**src/rtl/dm_access_arbiter_if.sv**
```systemverilog
// dm_access_arbiter_if: CPU, debug and data-memory buses around the DM access arbiter.
interface dm_access_arbiter_if #(
  parameter int ADDR_W = 32,
  parameter int DATA_W = 32
);
  logic              cpu_req_i, cpu_we_i, cpu_ack_o, cpu_stall_o;
  logic [ADDR_W-1:0] cpu_addr_i;
  logic [DATA_W-1:0] cpu_wdata_i, cpu_rdata_o;
  logic              dbg_req_i, dbg_we_i, dbg_ack_o;
  logic [ADDR_W-1:0] dbg_addr_i;
  logic [DATA_W-1:0] dbg_wdata_i, dbg_rdata_o;
  logic              mem_en_o, mem_we_o;
  logic [ADDR_W-1:0] mem_addr_o;
  logic [DATA_W-1:0] mem_wdata_o, mem_rdata_i;
  modport slave (
    input  cpu_req_i, cpu_we_i, cpu_addr_i, cpu_wdata_i,
    output cpu_rdata_o, cpu_ack_o, cpu_stall_o,
    input  dbg_req_i, dbg_we_i, dbg_addr_i, dbg_wdata_i,
    output dbg_rdata_o, dbg_ack_o,
    output mem_en_o, mem_we_o, mem_addr_o, mem_wdata_o,
    input  mem_rdata_i
  );
  modport master (
    output cpu_req_i, cpu_we_i, cpu_addr_i, cpu_wdata_i,
    input  cpu_rdata_o, cpu_ack_o, cpu_stall_o,
    output dbg_req_i, dbg_we_i, dbg_addr_i, dbg_wdata_i,
    input  dbg_rdata_o, dbg_ack_o,
    input  mem_en_o, mem_we_o, mem_addr_o, mem_wdata_o,
    output mem_rdata_i
  );
endinterface

```
**src/rtl/dm_access_arbiter.sv**
```systemverilog
// dm_access_arbiter: shares one single-port data memory between the CPU MEM stage and a debug port.
module dm_access_arbiter #(
  parameter int ADDR_W     = 32,
  parameter int DATA_W     = 32,
  parameter int MEM_LAT    = 2,
  parameter int CPU_PRIO   = 1,
  parameter int STARVE_LIM = 4
) (
  input  logic               clk_i,
  input  logic               rst_i,
  dm_access_arbiter_if.slave bus,
  output logic               busy_o,
  output logic               owner_o
);
  typedef enum logic [1:0] {IDLE, ACCESS, RESP} state_t;
  state_t            state;
  logic [3:0]        lat_cnt, starve_cnt;
  logic              last_owner, l_we, mem_en, cpu_ack, dbg_ack, win_dbg;
  logic [ADDR_W-1:0] l_addr;
  logic [DATA_W-1:0] l_wdata, cpu_rdata, dbg_rdata;
  always_comb begin
    win_dbg = !bus.cpu_req_i ? bus.dbg_req_i :
              !bus.dbg_req_i ? 1'b0 :
              (CPU_PRIO != 0) ? (starve_cnt >= 4'(STARVE_LIM)) : !last_owner;
  end
  assign bus.mem_en_o    = mem_en;
  assign bus.mem_we_o    = mem_en & l_we;
  assign bus.mem_addr_o  = l_addr;
  assign bus.mem_wdata_o = l_wdata;
  assign bus.cpu_ack_o   = cpu_ack;
  assign bus.dbg_ack_o   = dbg_ack;
  assign bus.cpu_rdata_o = cpu_rdata;
  assign bus.dbg_rdata_o = dbg_rdata;
  assign bus.cpu_stall_o = bus.cpu_req_i & ~cpu_ack;
  always_ff @(posedge clk_i) begin
    if (rst_i) begin
      state      <= IDLE;
      lat_cnt    <= '0;
      starve_cnt <= '0;
      last_owner <= 1'b1;
      owner_o    <= 1'b0;
      busy_o     <= 1'b0;
      mem_en     <= 1'b0;
      l_we       <= 1'b0;
      l_addr     <= '0;
      l_wdata    <= '0;
      cpu_ack    <= 1'b0;
      dbg_ack    <= 1'b0;
      cpu_rdata  <= '0;
      dbg_rdata  <= '0;
    end else begin
      cpu_ack <= 1'b0;
      dbg_ack <= 1'b0;
      case (state)
        IDLE: if (bus.cpu_req_i || bus.dbg_req_i) begin
          state      <= ACCESS;
          busy_o     <= 1'b1;
          mem_en     <= 1'b1;
          lat_cnt    <= '0;
          owner_o    <= win_dbg;
          last_owner <= win_dbg;
          l_we       <= win_dbg ? bus.dbg_we_i : bus.cpu_we_i;
          l_addr     <= win_dbg ? bus.dbg_addr_i : bus.cpu_addr_i;
          l_wdata    <= win_dbg ? bus.dbg_wdata_i : bus.cpu_wdata_i;
          // debug losing while pending counts toward its forced win
          starve_cnt <= win_dbg ? 4'd0 :
                        (bus.dbg_req_i && starve_cnt != 4'hf) ? starve_cnt + 4'd1 : starve_cnt;
        end
        ACCESS: if (lat_cnt == 4'(MEM_LAT - 1)) begin
          state   <= RESP;
          mem_en  <= 1'b0;
          cpu_ack <= !owner_o;
          dbg_ack <= owner_o;
          if (!l_we && owner_o) dbg_rdata <= bus.mem_rdata_i;
          if (!l_we && !owner_o) cpu_rdata <= bus.mem_rdata_i;
        end else begin
          lat_cnt <= lat_cnt + 4'd1;
        end
        RESP: begin
          state  <= IDLE;
          busy_o <= 1'b0;
        end
        default: state <= IDLE;
      endcase
    end
  end
endmodule

```
**src/flat_wrapper.sv**
```systemverilog
// flat-port wrapper written by rule: the top's interface ports become plain ports
module dm_access_arbiter_flat 
#(
  parameter int ADDR_W     = 32,
  parameter int DATA_W     = 32,
  parameter int MEM_LAT    = 2,
  parameter int CPU_PRIO   = 1,
  parameter int STARVE_LIM = 4
)
  (clk_i, rst_i, busy_o, owner_o, bus_cpu_req_i, bus_cpu_we_i, bus_cpu_addr_i, bus_cpu_wdata_i, bus_cpu_rdata_o, bus_cpu_ack_o, bus_cpu_stall_o, bus_dbg_req_i, bus_dbg_we_i, bus_dbg_addr_i, bus_dbg_wdata_i, bus_dbg_rdata_o, bus_dbg_ack_o, bus_mem_en_o, bus_mem_we_o, bus_mem_addr_o, bus_mem_wdata_o, bus_mem_rdata_i);
  dm_access_arbiter_if #(.ADDR_W(ADDR_W), .DATA_W(DATA_W)) bus_i ();
  input  logic clk_i;
  input  logic rst_i;
  output logic busy_o;
  output logic owner_o;
  input wire logic [$bits(bus_i.cpu_req_i)-1:0] bus_cpu_req_i;
  input wire logic [$bits(bus_i.cpu_we_i)-1:0] bus_cpu_we_i;
  input wire logic [$bits(bus_i.cpu_addr_i)-1:0] bus_cpu_addr_i;
  input wire logic [$bits(bus_i.cpu_wdata_i)-1:0] bus_cpu_wdata_i;
  output wire logic [$bits(bus_i.cpu_rdata_o)-1:0] bus_cpu_rdata_o;
  output wire logic [$bits(bus_i.cpu_ack_o)-1:0] bus_cpu_ack_o;
  output wire logic [$bits(bus_i.cpu_stall_o)-1:0] bus_cpu_stall_o;
  input wire logic [$bits(bus_i.dbg_req_i)-1:0] bus_dbg_req_i;
  input wire logic [$bits(bus_i.dbg_we_i)-1:0] bus_dbg_we_i;
  input wire logic [$bits(bus_i.dbg_addr_i)-1:0] bus_dbg_addr_i;
  input wire logic [$bits(bus_i.dbg_wdata_i)-1:0] bus_dbg_wdata_i;
  output wire logic [$bits(bus_i.dbg_rdata_o)-1:0] bus_dbg_rdata_o;
  output wire logic [$bits(bus_i.dbg_ack_o)-1:0] bus_dbg_ack_o;
  output wire logic [$bits(bus_i.mem_en_o)-1:0] bus_mem_en_o;
  output wire logic [$bits(bus_i.mem_we_o)-1:0] bus_mem_we_o;
  output wire logic [$bits(bus_i.mem_addr_o)-1:0] bus_mem_addr_o;
  output wire logic [$bits(bus_i.mem_wdata_o)-1:0] bus_mem_wdata_o;
  input wire logic [$bits(bus_i.mem_rdata_i)-1:0] bus_mem_rdata_i;
  assign bus_i.cpu_req_i = bus_cpu_req_i;
  assign bus_i.cpu_we_i = bus_cpu_we_i;
  assign bus_i.cpu_addr_i = bus_cpu_addr_i;
  assign bus_i.cpu_wdata_i = bus_cpu_wdata_i;
  assign bus_cpu_rdata_o = bus_i.cpu_rdata_o;
  assign bus_cpu_ack_o = bus_i.cpu_ack_o;
  assign bus_cpu_stall_o = bus_i.cpu_stall_o;
  assign bus_i.dbg_req_i = bus_dbg_req_i;
  assign bus_i.dbg_we_i = bus_dbg_we_i;
  assign bus_i.dbg_addr_i = bus_dbg_addr_i;
  assign bus_i.dbg_wdata_i = bus_dbg_wdata_i;
  assign bus_dbg_rdata_o = bus_i.dbg_rdata_o;
  assign bus_dbg_ack_o = bus_i.dbg_ack_o;
  assign bus_mem_en_o = bus_i.mem_en_o;
  assign bus_mem_we_o = bus_i.mem_we_o;
  assign bus_mem_addr_o = bus_i.mem_addr_o;
  assign bus_mem_wdata_o = bus_i.mem_wdata_o;
  assign bus_i.mem_rdata_i = bus_mem_rdata_i;
  dm_access_arbiter #(.ADDR_W(ADDR_W), .DATA_W(DATA_W), .MEM_LAT(MEM_LAT), .CPU_PRIO(CPU_PRIO), .STARVE_LIM(STARVE_LIM)) u_core (.clk_i(clk_i), .rst_i(rst_i), .bus(bus_i), .busy_o(busy_o), .owner_o(owner_o));
endmodule
```
**config.mk**
```make
export PLATFORM = sky130hd
export DESIGN_NAME = dm_access_arbiter_flat
export DESIGN_NICKNAME = d
export VERILOG_FILES = /design/src/rtl/dm_access_arbiter_if.sv /design/src/rtl/dm_access_arbiter.sv /design/src/flat_wrapper.sv
export SDC_FILE = /design/constraint.sdc
export NUM_CORES = 1
export LEC_CHECK = 0
export BUFFER_PORTS_ARGS = -buffer_cell sky130_fd_sc_hd__buf_2
export CORE_MARGIN = 1.5
export CORE_UTILIZATION = 50
export CTS_CLUSTER_SIZE = 14
export DETAILED_ROUTE_END_ITERATION = 7
export PLACE_DENSITY = 0.95
export SETUP_SLACK_MARGIN = 0.15
export SLEW_MARGIN = 20
export SYNTH_ARGS = -nofsm -noshare
export SYNTH_HDL_FRONTEND = slang
export SYNTH_SLANG_ARGS = --single-unit
```
**constraint.sdc**
```tcl
create_clock -name clk_i -period 3.3 [get_ports clk_i]
set_input_delay 0.495 -clock clk_i [delete_from_list [all_inputs] [get_ports clk_i]]
set_output_delay 0.495 -clock clk_i [all_outputs]
set_load 0.005 [all_outputs]
```
Yosys cells after proc, flatten, opt, wreduce, memory -nomap -nowiden

Cells that the tools add are included.

Output and inout bits: 135
Register bits after elaboration: 144
Input bits: 166

Order comparisons: 1
Reductions and logical operators: 19
Bitwise operators: 5
Mux-type cells: 17
Add/subtract/negate cells: 2
Equality and inequality tests: 7

Operators with widths:

| kind                  | number |
|---|---|
| $mux W32              | 2 |
| $mux W4               | 4 |
| $reduce_and A3 Y1     | 5 |
| $add A4 B1 Y4 const B | 2 |
| $pmux W4 S2           | 1 |
| $reduce_and A2 Y1     | 3 |
| $reduce_bool A2 Y1    | 3 |
| $mux W1               | 5 |
| $eq A4 B1 Y1 const B  | 1 |
| $ge A4 B3 Y1 const B  | 1 |
| $mux W2               | 2 |
| $ne A2 B1 Y1 const B  | 2 |
| $ne A4 B4 Y1 const B  | 1 |
| $pmux W1 S2           | 2 |
| $pmux W2 S2           | 1 |
| $logic_and A1 B1 Y1   | 3 |
| $not A1 Y1            | 3 |
| $reduce_or A3 Y1      | 1 |
| $and A1 B1 Y1         | 2 |
| $eq A2 B1 Y1 const B  | 1 |
| $eq A2 B2 Y1 const B  | 1 |
| $logic_not A1 Y1      | 2 |
| $logic_not A2 Y1      | 1 |
| $ne A2 B2 Y1 const B  | 1 |
| $logic_or A1 B1 Y1    | 1 |

Logic depth before layout (Yosys ltp)

Depth in word-level cells: 5
Gate-level depth with buffers: 7
Gate-level depth less buffers: 5

Least setup slack after synthesis

No wires, ideal clock.

Path type: input -> register
From: input bus_dbg_req_i
To: register u_core.l_addr[12] (netlist: u_core.bus.mem_addr_o[12])
Arrival time: 1661 ps
Stages on the path: 6
Path slack: 1518 ps
Path buffers: 3
Cell sequence: buf_6 or2_1 buf_2 clkbuf_1 and4_1 a221o_1

Word-level cells in the longest chain between the ends: 3
Elaborated cells on any way between the ends: 5

Ends and longest elaborated chain:

| what                   | RTL line                | RTL |
|---|---|---|
| start: declaration     | flat_wrapper.sv:23      | `input wire logic [$bits(bus_i.dbg_req_i)-1:0] bus_dbg_req_i;` |
| $mux W1                | dm_access_arbiter.sv:23 | `!bus.dbg_req_i ? 1'b0 :` |
| $mux W1                | dm_access_arbiter.sv:22 | `win_dbg = !bus.cpu_req_i ? bus.dbg_req_i :` |
| $mux W32               | dm_access_arbiter.sv:63 | `l_addr <= win_dbg ? bus.dbg_addr_i : bus.cpu_addr_i;` |
| end signal: assignment | dm_access_arbiter.sv:63 |  |
| end: declaration       | dm_access_arbiter.sv:19 | `logic [ADDR_W-1:0] l_addr;` |

Several ways; a longest one is shown, not always the timed one.
A chain may end at the register's enable or synchronous reset.

Final worst setup path

From: register u_core.starve_cnt[2]
To: register u_core.l_wdata[13] (netlist: u_core.bus.mem_wdata_o[13])

Word-level cells in the longest chain between the ends: 4

Ends and longest elaborated chain:

| what                     | RTL line                | RTL |
|---|---|---|
| start: declaration       | dm_access_arbiter.sv:17 | `logic [3:0] lat_cnt, starve_cnt;` |
| start signal: assignment | dm_access_arbiter.sv:66 | `starve_cnt <= win_dbg ? 4'd0 :` |
| $ge A4 B3 Y1             | dm_access_arbiter.sv:24 | `(CPU_PRIO != 0) ? (starve_cnt >= 4'(STARVE_LIM)) : !last_owner;` |
| $mux W1                  | dm_access_arbiter.sv:23 |  |
| $mux W1                  | dm_access_arbiter.sv:22 |  |
| $mux W32                 | dm_access_arbiter.sv:64 | `l_wdata <= win_dbg ? bus.dbg_wdata_i : bus.cpu_wdata_i;` |
| end signal: assignment   | dm_access_arbiter.sv:64 |  |
| end: declaration         | dm_access_arbiter.sv:20 | `logic [DATA_W-1:0] l_wdata, cpu_rdata, dbg_rdata;` |

Every way passes these cells.

==> metrics.yaml <==
floorplanning:
  start_util: 0.516
  die_y_um: 120
  die_x_um: 120
  num_rows: 42
  io_pins: 301
  design.die.area_sq_mm: 0.0145
  core-area_sq_mm: 0.0133
worst_setup_path:
  worstPathMaxFanout: 65
  slowest_stage: "or3b_2"
  critPathLaunchType: "flip-flop"
  cp-end-kind: "flip-flop"
  slowest_delay_ns: 0.76
  crit_chain: "or3b_2 -> nand2_2 -> buf_4 -> a221o_1"
  required_ns: 3.65
  worstSetupPathType: "flip-flop to flip-flop"
  worstPathArrival_ns: 2.54
synthesis:
  synthCells: 763
  async_reset_ff_frac: 0
  ys_seq_area_frac: 0.418
  synth_cell_types: 39
  ys_top_cells_by_area: "dfxtp_1 (42%), and4_1 (17%), a221o_1 (9.4%)"
  synth_top_area_frac: 0.418
  synth_seq_cells: 144
  syn_area_sq_mm: 0.00689
  synth.yosys.warnings: 0
  ys.flop_type: "dfxtp_1"
  yosysMostFrequentCell: "dfxtp_1"
  synth_top_area_cell: "dfxtp_1"
  synth_nets: 932
  synth_edf_count: 0
  synth_common_cells: "dfxtp_1 (144), and4_1 (130), a21oi_1 (74), clkbuf_1 (70), o21ai_0 (68)"
  avgSynthCellArea_sq_um: 9.03
power_and_ir_drop:
  power.switching_mw: 1.26
  p_int_mw: 3.36
  power_density_mw_per_mm2: 515
  pwr-share-seq: 0.415
  clock_power_share: 0.432
  swShare: 0.273
  peakVddDrop_uv: 369
  p_leak_nw: 4.00
  p_comb_frac: 0.154
final_layout:
  fillerInstances: 1102
  syn2layout_area_growth_pct: 30.2
  drive_above_1_share: 0.353
  diodes: 0
  fin_nets: 1163
  final_cells: 1183
timing:
  hold_violations: 0
  fin_crit_sh: 0.663
  rsz0062_at_grt: "false"
  fin_tns_setup_ns: 0
  tightest_slew_ns: 0.999
  fin_crit_ns: 2.19
  slew_headroom: 0.334
  finalSetupViolCount: 0
  fmax_mhz: 457
  slew_violations: 0
  skew_ns: 0.0111
placed_design:
  gp_congestion: 0.835
  dp_hpwl_mm: 14.4
  io_buffers: 300
  dp.cells: 1150
clocking:
  ctsResizeCount: 0
  clk_pin_slew_ns: 0.06
  post-cts-setup-buffers: 0
  cts-root-buf: "clkbuf_16"
  cts.sinks: 144
  holdBufCountCts: 0
  cts_buffers: 17
  cts-htree-levels: 4
  ctsLongestPathBuffers: 2
  cts_tree: "built"
  insertion_delay_ns: 0.42
route:
  viasPerCell: 6.16
  totalWireLength_mm: 22.5
  ant_nets: 0
  vias: 7284
  drt-pass1-iter-count: 7
  routedWlPerCell_um: 19.0
  drtIter0Drc: 884
  remaining_drc_errors: 0
min_path:
  hp-class: "input pin to flip-flop"
run_status:
  status: "finished clean"
global_route:
  antenna_found_initial: 0
  grt_pass1_wl_mm: 34.8
  overflow: 0
  grt_util_all_layers: 0.299
  grt_max_degree: 110
  grt_pass1_vias: 6749
flow_run:
  cap_viol_max_count: 0
-- path summary, 6_finish.rpt --
path / start / end / slack [ns] / depth (start not counted)
hold reg to reg: u_core.starve_cnt[3]$_SDFFE_PP0P_ / u_core.starve_cnt[3]$_SDFFE_PP0P_ / 0.46 / 2
hold / removal: bus_mem_rdata_i[31] / u_core.bus.cpu_rdata_o[31]$_SDFFE_PP0P_ / 0.34 / 3
setup reg to reg: u_core.starve_cnt[2]$_SDFFE_PP0P_ / u_core.bus.mem_wdata_o[13]$_SDFFE_PP0P_ / 1.11 / 4
setup / recovery: u_core.starve_cnt[2]$_SDFFE_PP0P_ / u_core.bus.mem_wdata_o[13]$_SDFFE_PP0P_ / 1.11 / 4
-- layout make-up --
class / count / area [sq um] / area share
multi-input combinational: 511 / 3580 / 0.399
sequential: 144 / 2880 / 0.321
timing repair buffer: 313 / 1650 / 0.184
clock buffer: 18 / 429 / 0.0478
tap: 176 / 220 / 0.0245
clock inverter: 14 / 179 / 0.0199
inverter: 7 / 26.3 / 0.00293
-- flip-flops by register name, summed over array words and instances, names as in the netlist --
register / count
u_core.bus.cpu_rdata_o: 32
u_core.bus.dbg_rdata_o: 32
u_core.bus.mem_addr_o: 32
u_core.bus.mem_wdata_o: 32
u_core.lat_cnt: 4
u_core.starve_cnt: 4
u_core.state: 2
u_core.bus.cpu_ack_o: 1
u_core.bus.dbg_ack_o: 1
u_core.bus.mem_en_o: 1
u_core.busy_o: 1
u_core.l_we: 1
u_core.owner_o: 1
-- cells in the final DEF, fill, tap and decap left out, types with 2 or more instances in the layout --
cell type,n
nand2_1,4
o21ai_0,68
clkbuf_16,17
or4_1,2
clkinvlp_4,2
or2_2,2
ha_1,3
bufinv_16,3
inv_6,4
inv_1,7
nand2b_1,2
a221o_1,65
buf_12,4
nand3_1,65
a21oi_1,73
and4_1,130
dfxtp_1,144
nor2b_1,67
buf_4,10
nor2_1,3
nor3_1,2
or3b_2,2
clkinv_2,2
or3_1,4
clkinv_4,2
buf_2,299
o221ai_1,2
-- power by group through the flow --
stage	clock (mW)	sequential (mW)	combinational, mW
after CTS	2.02	1.91	0.698
final	1.99	1.91	0.709
after detailed placement	0	1.95	0.693
after global placement	0	1.94	0.678
after global routing	2.10	1.92	0.771
after floorplan	0	1.95	0.389
-- through the flow --
stage          total power, mW  utilization  setup slack (ns)  hold WS, ns  cell area [sq um]
2_1_floorplan             2.33            -              1.52        0.419               6890
3_3_place_gp              2.62        0.625             0.906        0.435               8340
3_5_place_dp              2.64        0.625             0.885        0.449               8340
4_1_cts                   4.62        0.671              1.15        0.320               8950
5_1_grt                   4.79        0.672              1.05        0.323               8970
6_report                  4.62        0.672              1.11        0.339               8970
-- metal layers --
| metal | track usage | share of wire | vias to the layer above |
|---|---|---|---|
| met5 | 0 | 0 | - |
| met4 | 0.118 | 0.030 | 0 |
| met3 | 0.0679 | 0.076 | 55 |
| met2 | 0.486 | 0.48 | 373 |
| met1 | 0.384 | 0.41 | 3458 |
| li1 | - | - | 3398 |
-- worst max-delay path, delay by kind of cell, from the launching register on --
kind	cells	cell delay (ns)
AOI/OAI and AO/OA	1	0.29
buffers and inverters	1	0.56
DFF	1	0.32
and+or+nand+nor	2	0.91
-- cells by family after synthesis --
logic type | count (synthesis) | share of synthesized area
and+or+nand+nor | 294 | 0.303
AOI/OAI and AO/OA | 213 | 0.205
DFF | 144 | 0.418
buffers and inverters | 108 | 0.0670
adders and majority gates | 3 | 0.00545
muxes | 1 | 0.00145
(Power assumes the default switching activity.)
